$ cat src/rtl/envelope_pkg.sv
// Shared widths and constants for the envelope generator.
package envelope_pkg;
    localparam int              VOL_W     = 4;
    localparam logic [VOL_W-1:0] DECAY_MAX = 4'd15;
endpackage

$ cat src/rtl/envelope_if.sv
// Control/volume bundle between the sequencer (master) and the envelope (slave).
interface envelope_if;
    import envelope_pkg::*;
    logic             loop;
    logic             disableFlag;
    logic             resetFlag;
    logic [VOL_W-1:0] n;
    logic [VOL_W-1:0] volume;

    modport master (output loop, output disableFlag, output resetFlag, output n, input volume);
    modport slave  (input loop, input disableFlag, input resetFlag, input n, output volume);
endinterface

$ cat src/rtl/envelope_divider.sv
// Reloadable down-counter; tick is high while the count sits at zero.
module envelope_divider
    import envelope_pkg::*;
(
    input  logic             clk,
    input  logic             rst_n,
    input  logic             load,
    input  logic [VOL_W-1:0] period,
    output logic             tick
);
    logic [VOL_W-1:0] cnt_q, cnt_d;

    always_comb begin
        cnt_d = cnt_q;
        if (load || (cnt_q == '0)) begin
            cnt_d = period;
        end else begin
            cnt_d = cnt_q - 1'b1;
        end
    end

    always_ff @(posedge clk or negedge rst_n) begin
        if (!rst_n) begin
            cnt_q <= '0;
        end else begin
            cnt_q <= cnt_d;
        end
    end

    assign tick = (cnt_q == '0);
endmodule

$ cat src/rtl/envelope.sv
// Envelope generator: divider-paced decay counter with optional loop and a
// constant-volume bypass on the output.
module envelope
    import envelope_pkg::*;
(
    input logic       clk,
    input logic       rst_n,
    envelope_if.slave bus
);
    logic             div_tick;
    logic [VOL_W-1:0] decay_q, decay_d;

    envelope_divider u_divider (
        .clk    (clk),
        .rst_n  (rst_n),
        .load   (bus.resetFlag),
        .period (bus.n),
        .tick   (div_tick)
    );

    // A start request overrides the divider tick on the same edge.
    always_comb begin
        decay_d = decay_q;
        if (bus.resetFlag) begin
            decay_d = DECAY_MAX;
        end else if (div_tick) begin
            if (decay_q != '0) begin
                decay_d = decay_q - 1'b1;
            end else if (bus.loop) begin
                decay_d = DECAY_MAX;
            end
        end
    end

    always_ff @(posedge clk or negedge rst_n) begin
        if (!rst_n) begin
            decay_q <= '0;
        end else begin
            decay_q <= decay_d;
        end
    end

    assign bus.volume = bus.disableFlag ? bus.n : decay_q;
endmodule

$ cat src/flat_wrapper.sv
// flat-port wrapper written by rule: the top's interface ports become plain ports
module envelope_flat import envelope_pkg::*;
  (clk, rst_n, bus_loop, bus_disableFlag, bus_resetFlag, bus_n, bus_volume);
  envelope_if bus_i ();
  input logic clk;
  input logic rst_n;
  input wire logic [$bits(bus_i.loop)-1:0] bus_loop;
  input wire logic [$bits(bus_i.disableFlag)-1:0] bus_disableFlag;
  input wire logic [$bits(bus_i.resetFlag)-1:0] bus_resetFlag;
  input wire logic [$bits(bus_i.n)-1:0] bus_n;
  output wire logic [$bits(bus_i.volume)-1:0] bus_volume;
  assign bus_i.loop = bus_loop;
  assign bus_i.disableFlag = bus_disableFlag;
  assign bus_i.resetFlag = bus_resetFlag;
  assign bus_i.n = bus_n;
  assign bus_volume = bus_i.volume;
  envelope u_core (.clk(clk), .rst_n(rst_n), .bus(bus_i));
endmodule
$ cat config.mk
export PLATFORM = sky130hd
export DESIGN_NAME = envelope_flat
export DESIGN_NICKNAME = d
export VERILOG_FILES = /design/src/rtl/envelope_pkg.sv /design/src/rtl/envelope_if.sv /design/src/rtl/envelope_divider.sv /design/src/rtl/envelope.sv /design/src/flat_wrapper.sv
export SDC_FILE = /design/constraint.sdc
export NUM_CORES = 1
export LEC_CHECK = 0
export ABC_AREA = 1
export BUFFER_PORTS_ARGS = -buffer_cell sky130_fd_sc_hd__buf_2
export CAP_MARGIN = 40
export CORE_AREA = 4 4 41 43
export CTS_BUF_LIST = sky130_fd_sc_hd__clkbuf_8 sky130_fd_sc_hd__clkbuf_16
export DETAILED_ROUTE_END_ITERATION = 8
export DIE_AREA = 0 0 45 47
export GPL_ROUTABILITY_DRIVEN = 0
export GPL_TIMING_DRIVEN = 0
export PLACE_DENSITY = 0.62
export SLEW_MARGIN = 20
export SYNTH_ARGS = -nofsm -noshare
export SYNTH_HDL_FRONTEND = slang
export SYNTH_HIERARCHICAL = 1
export SYNTH_SLANG_ARGS = --single-unit
$ cat constraint.sdc
create_clock -name clk -period 1.6 [get_ports clk]
set_input_delay 0.08 -clock clk [delete_from_list [all_inputs] [get_ports clk]]
set_output_delay 0.08 -clock clk [all_outputs]
set_load 0.005 [all_outputs]
==> impl_metrics.toml <==
[yosys]
synth_top_area_share_pct = 37.1
synth_top_area_cell = "dfrtp_1"
syn_nets = 89
yosys_warnings = 6
synth.distinct_cells = 18
synth_area_per_cell_sq_um = 6.91
synth_area_sq_um = 539
synth_seq_area_share_pct = 37.1
synth_edf_count = 0
syn_inst = 78
ys_ff_latch = 8
synthArstFlopShare_pct = 100
synthFlopType = "dfrtp_1"
yosys-top-cells-area = "dfrtp_1 (37%), nand2_1 (22%), inv_1 (7.0%), o21ai_0 (5.6%), ha_1 (4.6%)"

[status]
status = "finished, final reports clean"

[timing]
rsz0062_at_grt = "false"
setup-violations-final = 0
fin_skew_ns = 0.000269
finalHoldViolCount = 0
setup_tns_ns = 0
fin_crit_ns = 1.38
finalCritPeriodShare_pct = 86.3
clock.fmax_mhz = 724
worst_pin_slew_ns = 0.193
holdWs_ns = 0.0658
slew_headroom_pct = 87.2
drv_slew = 0

[layout]
nNetsFinal = 107
synthToLayoutAreaGrowth_pct = 24.1
final_cells = 109
drive_gt1_share_pct = 26.6
antenna_cells = 0

[place]
port_buffers = 12
dp.cells = 105
hpwl_microns = 849

[setup_path]
slowest_delay_ns = 0.35
crit_start = "u_core/u_divider/cnt_q[0]"
cp_slowest_cell = "dfrtp_1"
ff2ff_path_depth = 7
cp.required_ns = 1.74
end_kind = "register"
path_max_fanout = 7
crit_path_end = "u_core/decay_q[2]"
crit_arrival_ns = 1.52
critPathLaunchType = "register"
path_cells = "inv_1 -> ha_1 -> nand2_2 -> nor2_2 -> or2_4 -> nand2_4 -> o21ai_0"
timing.rr.end = "u_core/decay_q[2]"
worstSetupPathType = "register to register"
r2r_slack_ns = 0.22
timing.rr.start = "u_core/u_divider/cnt_q[0]"

[power]
internal_power_w = 0.000549
p_leak_nw = 0.380
switching_share_pct = 36.5
power_density_mw_per_mm2 = 1290
power_frac_seq_pct = 36.0
clockPowerShare_pct = 28.4
ir_worst_vdd_mv = 0.959
p_comb_share_pct = 35.6
p_switching_w = 0.000315

[drt]
viasPerCell = 4.42
first_pass_iters = 4
ant_nets = 0
top_layer = "met4"
drtIter0Drc = 12
num_vias = 482
wl_met2_microns = 580
drc = 0
avgRoutedWirePerCell_microns = 9.99
m1WireLength_microns = 457
met3WireLength_microns = 40
drt-total-wl_mm = 1.09

[floorplanning]
start_util_pct = 41.4
fp.dieW_microns = 45
die_area_sq_mm = 0.00212
io-pin-count = 13
die_y_microns = 47
core_sq_mm = 0.00130
rows = 13

[clocking]
h-tree-depth = 1
post_cts_buffers = 0
cts.path.max_buffers = 2
clk_pin_slew_worst_paths_ns = 0.04
clkLatencyLatePin_ns = 0.23
cts_num_sinks = 8
cts_tree = "built"
clock-root-buffer = "clkbuf_8"
cts_buffers = 3

[min_path]
hp-class = "input pin to register"

[global_route]
grtUsageTotal_pct = 13.2
first_global_vias = 481
grt_overflow = 0
grt_pass1_wl_mm = 1.88
grt_antenna_before_repair = 0
grt_max_degree = 9

[job]
cap_violations = 0
==> worst min-delay path by stage <==
stage / from / to / slack, ns / cells after the start
2_1_floorplan: rst_n / u_core/decay_q[0] / -0.22 / 0
3_3_place_gp: rst_n / u_core/decay_q[1] / -0.06 / 1
3_5_place_dp: rst_n / u_core/decay_q[1] / -0.06 / 1
4_1_cts: bus_n[1] / u_core/u_divider/cnt_q[1] / 0.06 / 3
5_1_grt: bus_n[3] / u_core/u_divider/cnt_q[3] / 0.08 / 3
6_report: bus_n[1] / u_core/u_divider/cnt_q[1] / 0.07 / 3
==> cells by family (layout without fill, tap and decap cells) <==
kind of cell	count (synthesis)	count (layout)	synth area share, %
buffers and inverters	12	28	8.35
adder cells (fa/ha/maj)	2	2	4.64
AND/OR/NAND/NOR	47	47	39.7
flip-flops	8	8	37.1
XOR/XNOR	1	1	1.62
AO/OA/AOI/OAI	8	8	8.58
==> final cells by class <==
cell class,count,area [sq um]
multi-input cells,58,294
repair buffers,13,70.1
clock buffers,3,41.3
fillers,141,632
well taps,15,18.8
inverters,12,45.0
flip-flops and latches,8,200
==> Yosys cell counts (2+ instances only) <==
master / instances
ha_1: 2
inv_2: 2
dfrtp_1: 8
nand2_1: 32
nand3_1: 2
inv_1: 10
nor2_2: 2
nor2_1: 5
o21ai_0: 6
==> power groups by stage <==
| stage | logic, W | registers, W | clock network, W |
|---|---|---|---|
| after floorplan | 0.000235 | 0.000303 | 0 |
| after global routing | 0.000364 | 0.000321 | 0.000264 |
| final | 0.000307 | 0.000311 | 0.000245 |
| after global placement | 0.000303 | 0.000313 | 0 |
| after CTS | 0.000312 | 0.000311 | 0.000256 |
| after detailed placement | 0.000309 | 0.000313 | 0 |
==> state kept, by name, summed over array words and instances (netlist names) <==
| register | count |
|---|---|
| u_core/decay_q | 4 |
| u_core/u_divider/cnt_q | 4 |
==> per-stage QoR <==
stage / utilization (%) / worst slack, ns / total power, W / instance area [sq um]
after floorplan: - / 0.321 / 0.000538 / 539
after global placement: 47.5 / 0.229 / 0.000616 / 618
after detailed placement: 47.5 / 0.231 / 0.000622 / 618
after CTS: 51.4 / 0.218 / 0.000879 / 669
after global routing: 51.4 / 0.0504 / 0.000949 / 669
final: 51.4 / 0.219 / 0.000864 / 669
==> per-layer routing <==
| layer | vias up | global-route usage [%] |
|---|---|---|
| met3 | 2 | 5.75 |
| met5 | - | 0 |
| met4 | 0 | 7.02 |
| met1 | 204 | 13.8 |
| met2 | 4 | 22.6 |
| li1 | 272 | - |
==> layout by cell type, fill, tap and decap left out <==
cell / n
clkbuf_8: 3
nand2_1: 32
dlygate4sd3_1: 1
nand3_1: 2
inv_1: 10
nor3_1: 1
inv_2: 2
nor2_2: 2
nand3_2: 1
nor2_4: 1
a21oi_1: 1
dfrtp_1: 8
o21bai_2: 1
nand2_4: 1
nand2_2: 1
xor2_1: 1
buf_2: 12
nor2_1: 5
ha_1: 2
or2_4: 1
o21ai_0: 6
==> worst max-delay path, delay by kind of cell, from the launching register on <==
| kind | cells | cell delay (ns) |
|---|---|---|
| and+or+nand+nor | 4 | 0.47 |
| DFF | 1 | 0.35 |
| adders and majority gates | 1 | 0.21 |
| AOI/OAI and AO/OA | 1 | 0.17 |
| buffers and inverters | 1 | 0.10 |
==> timing repair <==
action	in CTS	in global routing
hold buffers	1	0
resized for setup	0	0
endpoints found under the hold margin	8	0
Power figures use the tool's default switching activity.
